<file path="src/rtl/rf_port_ctrl.sv">
// Port controller for a 32x32 register file: round-robin arbitration of the
// single write port between writers A and B, paired reads with a same-edge
// write hazard stall, and a hardware clear sweep that zeroes every register.
module rf_port_ctrl #(
  parameter bit          ZERO_REG = 1'b1,
  parameter int unsigned AW       = 5,
  parameter int unsigned DW       = 32
) (
  input  logic          clk,
  input  logic          rst_n,
  input  logic          wa_valid,
  output logic          wa_ready,
  input  logic [AW-1:0] wa_addr,
  input  logic [DW-1:0] wa_data,
  input  logic          wb_valid,
  output logic          wb_ready,
  input  logic [AW-1:0] wb_addr,
  input  logic [DW-1:0] wb_data,
  input  logic          rd_valid,
  output logic          rd_ready,
  input  logic [AW-1:0] rd_addr1,
  input  logic [AW-1:0] rd_addr2,
  output logic          rsp_valid,
  output logic [DW-1:0] rsp_data1,
  output logic [DW-1:0] rsp_data2,
  input  logic          clr_req,
  output logic          clr_done,
  output logic [AW-1:0] rf_r1_addr,
  output logic [AW-1:0] rf_r2_addr,
  output logic [AW-1:0] rf_r3_addr,
  output logic [DW-1:0] rf_r3_din,
  output logic          rf_r3_wr,
  input  logic [DW-1:0] rf_r1_dout,
  input  logic [DW-1:0] rf_r2_dout
);

  typedef enum logic {
    RUN   = 1'b0,
    CLEAR = 1'b1
  } state_e;

  state_e          state_q, state_d;
  logic [AW-1:0]   clr_cnt_q, clr_cnt_d;
  logic            prio_q, prio_d;
  logic            rsp_valid_q, rsp_valid_d;
  logic            clr_done_q, clr_done_d;

  logic            in_run;
  logic            open;
  logic            gnt_a;
  logic            gnt_b;
  logic [AW-1:0]   w_addr;
  logic [DW-1:0]   w_data;
  logic            zero_drop;
  logic            hazard;

  // Read addresses go straight to the register file; response data is a passthrough.
  always_comb begin
    rf_r1_addr = rd_addr1;
    rf_r2_addr = rd_addr2;
    rsp_data1  = rf_r1_dout;
    rsp_data2  = rf_r2_dout;
    rsp_valid  = rsp_valid_q;
    clr_done   = clr_done_q;
  end

  // Arbitration, write-port muxing, hazard detection and handshakes.
  always_comb begin
    in_run    = (state_q == RUN);
    open      = in_run & ~clr_req;
    gnt_b     = wb_valid & (~wa_valid | prio_q);
    gnt_a     = wa_valid & ~gnt_b;
    w_addr    = gnt_b ? wb_addr : wa_addr;
    w_data    = gnt_b ? wb_data : wa_data;
    zero_drop = ZERO_REG && (w_addr == '0);

    if (state_q == CLEAR) begin
      rf_r3_addr = clr_cnt_q;
      rf_r3_din  = '0;
      rf_r3_wr   = 1'b1;
    end else begin
      rf_r3_addr = w_addr;
      rf_r3_din  = w_data;
      rf_r3_wr   = open & (gnt_a | gnt_b) & ~zero_drop;
    end

    wa_ready = open & gnt_a;
    wb_ready = open & gnt_b;
    hazard   = in_run & rf_r3_wr &
               ((rf_r3_addr == rd_addr1) | (rf_r3_addr == rd_addr2));
    rd_ready = open & ~hazard;
  end

  // Next-state logic for the FSM, clear counter, priority and pulse outputs.
  always_comb begin
    state_d     = state_q;
    clr_cnt_d   = clr_cnt_q;
    prio_d      = prio_q;
    rsp_valid_d = rd_valid & rd_ready;
    clr_done_d  = 1'b0;

    if (wa_valid & wa_ready) prio_d = 1'b1;
    if (wb_valid & wb_ready) prio_d = 1'b0;

    unique case (state_q)
      RUN: begin
        if (clr_req) begin
          state_d   = CLEAR;
          clr_cnt_d = '0;
        end
      end
      CLEAR: begin
        if (clr_cnt_q == {AW{1'b1}}) begin
          clr_cnt_d  = '0;
          state_d    = RUN;
          clr_done_d = 1'b1;
        end else begin
          clr_cnt_d = clr_cnt_q + 1'b1;
        end
      end
      default: state_d = RUN;
    endcase
  end

  // Control state registers.
  always_ff @(posedge clk or negedge rst_n) begin
    if (!rst_n) begin
      state_q     <= RUN;
      clr_cnt_q   <= '0;
      prio_q      <= 1'b0;
      rsp_valid_q <= 1'b0;
      clr_done_q  <= 1'b0;
    end else begin
      state_q     <= state_d;
      clr_cnt_q   <= clr_cnt_d;
      prio_q      <= prio_d;
      rsp_valid_q <= rsp_valid_d;
      clr_done_q  <= clr_done_d;
    end
  end

endmodule
</file>
<file path="config.mk">
export PLATFORM = sky130hd
export DESIGN_NAME = rf_port_ctrl
export DESIGN_NICKNAME = d
export VERILOG_FILES = /design/src/rtl/rf_port_ctrl.sv
export SDC_FILE = /design/constraint.sdc
export NUM_CORES = 1
export LEC_CHECK = 0
export BUFFER_PORTS_ARGS = -buffer_cell sky130_fd_sc_hd__buf_4
export CELL_PAD_IN_SITES_DETAIL_PLACEMENT = 0
export CELL_PAD_IN_SITES_GLOBAL_PLACEMENT = 1
export CORE_MARGIN = 1.5
export CORE_UTILIZATION = 18
export CTS_BUF_LIST = sky130_fd_sc_hd__clkbuf_8
export DETAILED_ROUTE_END_ITERATION = 12
export GPL_TIMING_DRIVEN = 0
export PLACE_DENSITY = 0.87
export SLEW_MARGIN = 20
export SYNTH_ARGS = -nofsm -noshare
export SYNTH_HDL_FRONTEND = slang
export SYNTH_SLANG_ARGS = --single-unit
export TNS_END_PERCENT = 5
</file>
<file path="constraint.sdc">
create_clock -name clk -period 1.8 [get_ports clk]
set_input_delay 0.36 -clock clk [delete_from_list [all_inputs] [get_ports clk]]
set_output_delay 0.36 -clock clk [all_outputs]
set_load 0.03 [all_outputs]
</file>
==> impl_metrics.toml <==
[critical_path]
worst_setup_path_end_kind = "output port"
crit_buf_inv = 2
reg2reg_from = "prio_q"
path_max_fanout = 6
ff2ff_setup_slack_ns = -0.17
cp_top_family = "compound AO/OA/AOI/OAI gates"
required_ns = 1.44
crit_type = "reg -> out"
crit_path_start = "prio_q"
crit_path_cell_trace = "and2b_4 -> nor2_4 -> buf_8 -> a32oi_1 -> nand2_1 -> a2111oi_4 -> nor4_4 -> buf_6"
cp_slowest_cell = "a2111oi_4"
worstSetupStartpointType = "flop"
timing.rr.end = "rsp_valid"
slowest_delay_ns = 0.45
crit_arrival_ns = 2.08
rr_worst_depth = 8

[layout]
fillers = 1183
area_delta_synth_final_pct = 111
final_common_cell = "buf_4"
nets = 693
layout_common_cells = "258 x buf_4, 77 x nand2_1, 40 x buf_6"
fin_util_pct = 38.9
fin_cells = 679
num_antenna_cells = 0
drive_gt1_share_pct = 69.2

[sta]
rsz0062_at_grt = "true"
fin_skew_ns = 0.00110
post-route-period-util_pct = 135
slew-limit-headroom_pct = 68.0
drv_slew = 0
holdWs_ns = 0.390
clock.fmax_ghz = 0.410
period_needed_ns = 2.44
finalHoldViolations = 0
setup_viol = 39
worst_pin_slew_ns = 0.480
worst_slack_ns = -0.639

[synthesis]
synth_cell_types = 53
synth_cells = 311
syn_avg_cell_area_um2 = 6.77
synth_area_leaders = "buf_4 26%, nand2_1 14%, dfrtp_1 11%, a21oi_1 8.8%, xor2_1 4.2%"
synth_seq_cells = 9
synth_nets = 467
netlist_area_mm2 = 0.00211
synth_area_leader_cell = "buf_4"
synth-seq-area-share_pct = 10.7
synth_edf_count = 0
ys.flop_type = "dfrtp_1"
yosysWarnings = 0
synth-async-reset-ratio_pct = 100
synth_top_area_share_pct = 26.4

[pwr]
p_sw_share_pct = 49.5
ir_drop_mv = 0.458
power_frac_comb_pct = 78.2
intPower_mw = 1.44
power_density_mw_per_mm2 = 642
pwr-share-seq_pct = 13.9
power.share.clock_pct = 7.9
p_leak_nw = 2.21
net-switching-power_mw = 1.41
totalPowerFinal_mw = 2.85

[route]
vias = 2896
antenna_left = 0
wirelength_um = 9660
first_iter_violations = 118
vias_per_cell = 4.27
drc = 0
drt_pass1_iterations = 4
wl_per_cell_um = 14.2

[die]
dieHeight_um = 111
core_mm2 = 0.0114
die_w_um = 111
num_rows = 39
initial_core_util_pct = 18.5
pin_count = 271
die_area_mm2 = 0.0124

[place]
gp_congestion = 0.829
portBuffers = 206
dp_hpwl_um = 7980
dp.cells = 660

[clock_tree]
numCtsBuffers = 3
cts.htree.levels = 1
cts_tree = "done"
clkTransAtPathRegs_ns = 0.04
clk_path_buf_depth = 2
root_buffer = "clkbuf_8"
clock_latency_ns = 0.23
clock_sinks = 9

[hold_path]
worstHoldPathCells = 3
hold_class = "in -> reg"
hp-start = "rd_valid"
holdPathEnd = "rsp_valid"

[global_routing]
grt_pass1_vias = 2964
antenna_found_initial = 0
grt_max_degree = 11
grt_pass1_wl_um = 15000
grt_use_total_pct = 14.6
overflow = 0

[job]
maxCapViolations = 0

[outcome]
status = "complete, but fails checks"
violations = "negative setup slack"
worst max-delay path by stage:
stage,endpoint,slack [ns],depth (start not counted)
after floorplan,rd_ready,-0.33,6
after global placement,rf_r3_din[14],-0.56,7
after detailed placement,rf_r3_din[14],-0.57,7
after CTS,rd_ready,-0.67,7
after global routing,rd_ready,-0.72,8
final,rd_ready,-0.64,8
synth_stat cells (2+ instances only):
cell type / n
a2111oi_4: 3
a21oi_1: 37
a31oi_1: 3
and3_1: 2
buf_1: 4
buf_4: 74
buf_6: 2
clkbuf_1: 8
dfrtp_1: 9
ha_1: 2
inv_1: 5
mux2i_1: 3
nand2_1: 77
nand2b_1: 5
nand3_1: 2
nand3b_1: 2
nand4_1: 2
nor2_1: 9
nor2_4: 2
nor2b_1: 4
nor3_1: 2
nor3_2: 2
nor3b_1: 2
o21ai_0: 9
o31ai_1: 2
xnor2_1: 3
xor2_1: 10
routing by layer:
| metal | part of all wire, % | GRT usage (%) | routed length, µm | vias to the layer above |
|---|---|---|---|---|
| li1 | - | - | - | 1418 |
| met1 | 38 | 16.7 | 3630 | 1316 |
| met2 | 53 | 27.6 | 5160 | 152 |
| met3 | 7.3 | 3.12 | 710 | 10 |
| met4 | 1.7 | 3.46 | 165 | 0 |
| met5 | 0 | 0 | 0 | - |
cell type report:
type	instances	area [µm²]	area share, %
clock inverters	1	3.75	0.0844
repair buffers	221	1800	40.4
flip-flops and latches	9	225	5.07
clock buffers	3	41.3	0.929
multi-input cells	207	1430	32.3
well taps	143	179	4.02
plain buffers	89	743	16.7
inverters	6	22.5	0.507
worst reg2reg max path: stages (launching register included):
cell	delay, ns
dfrtp_1	0.39
and2b_4	0.29
nor2_4	0.06
buf_8	0.13
a32oi_1	0.19
nand2_1	0.12
a2111oi_4	0.45
buf_4	0.19
nor3_2	0.04
through the flow:
step | setup TNS [ns] | worst slack [ns] | instance area, µm²
2_1_floorplan | -6.26 | -0.328 | 2240
3_3_place_gp | -18.29 | -0.564 | 3960
3_5_place_dp | -19.05 | -0.573 | 3960
4_1_cts | -10.88 | -0.667 | 4370
5_1_grt | -16.82 | -0.724 | 4450
6_report | -12.82 | -0.639 | 4450
state kept, by name (all words and copies together), names as in the netlist:
name / flops
state_q: 1
clr_done: 1
rsp_valid: 1
clr_cnt_q: 5
prio_q: 1
power groups by stage:
stage	Combinational (mW)	Sequential, mW	Clock [mW]
detailed placement	1.96	0.404	0
floorplan	1.28	0.363	0
finish	2.23	0.396	0.226
global route	2.39	0.411	0.249
CTS	2.20	0.398	0.233
global placement	1.94	0.400	0
cell families (layout without fill, tap and decap cells):
group           Yosys count  in the layout  synth area share, %
simple gates            120            120                 27.3
buf+inv                  95            320                 30.9
compound gates           68             68                 22.6
xor+xnor                 13             13                 5.40
flops                     9              9                 10.7
mux                       4              4                 1.96
fa+ha+maj                 2              2                 1.19
repair_timing:
item                                    in CTS  in global routing
setup buffers                                7                  7
resized for setup                           82                  7
endpoints found under the setup margin      41                 41
hold buffers                                 1                  0
pin swaps                                    8                  4
endpoints found under the hold margin        9                  0
Note: power is estimated with default switching activity, not from simulation.
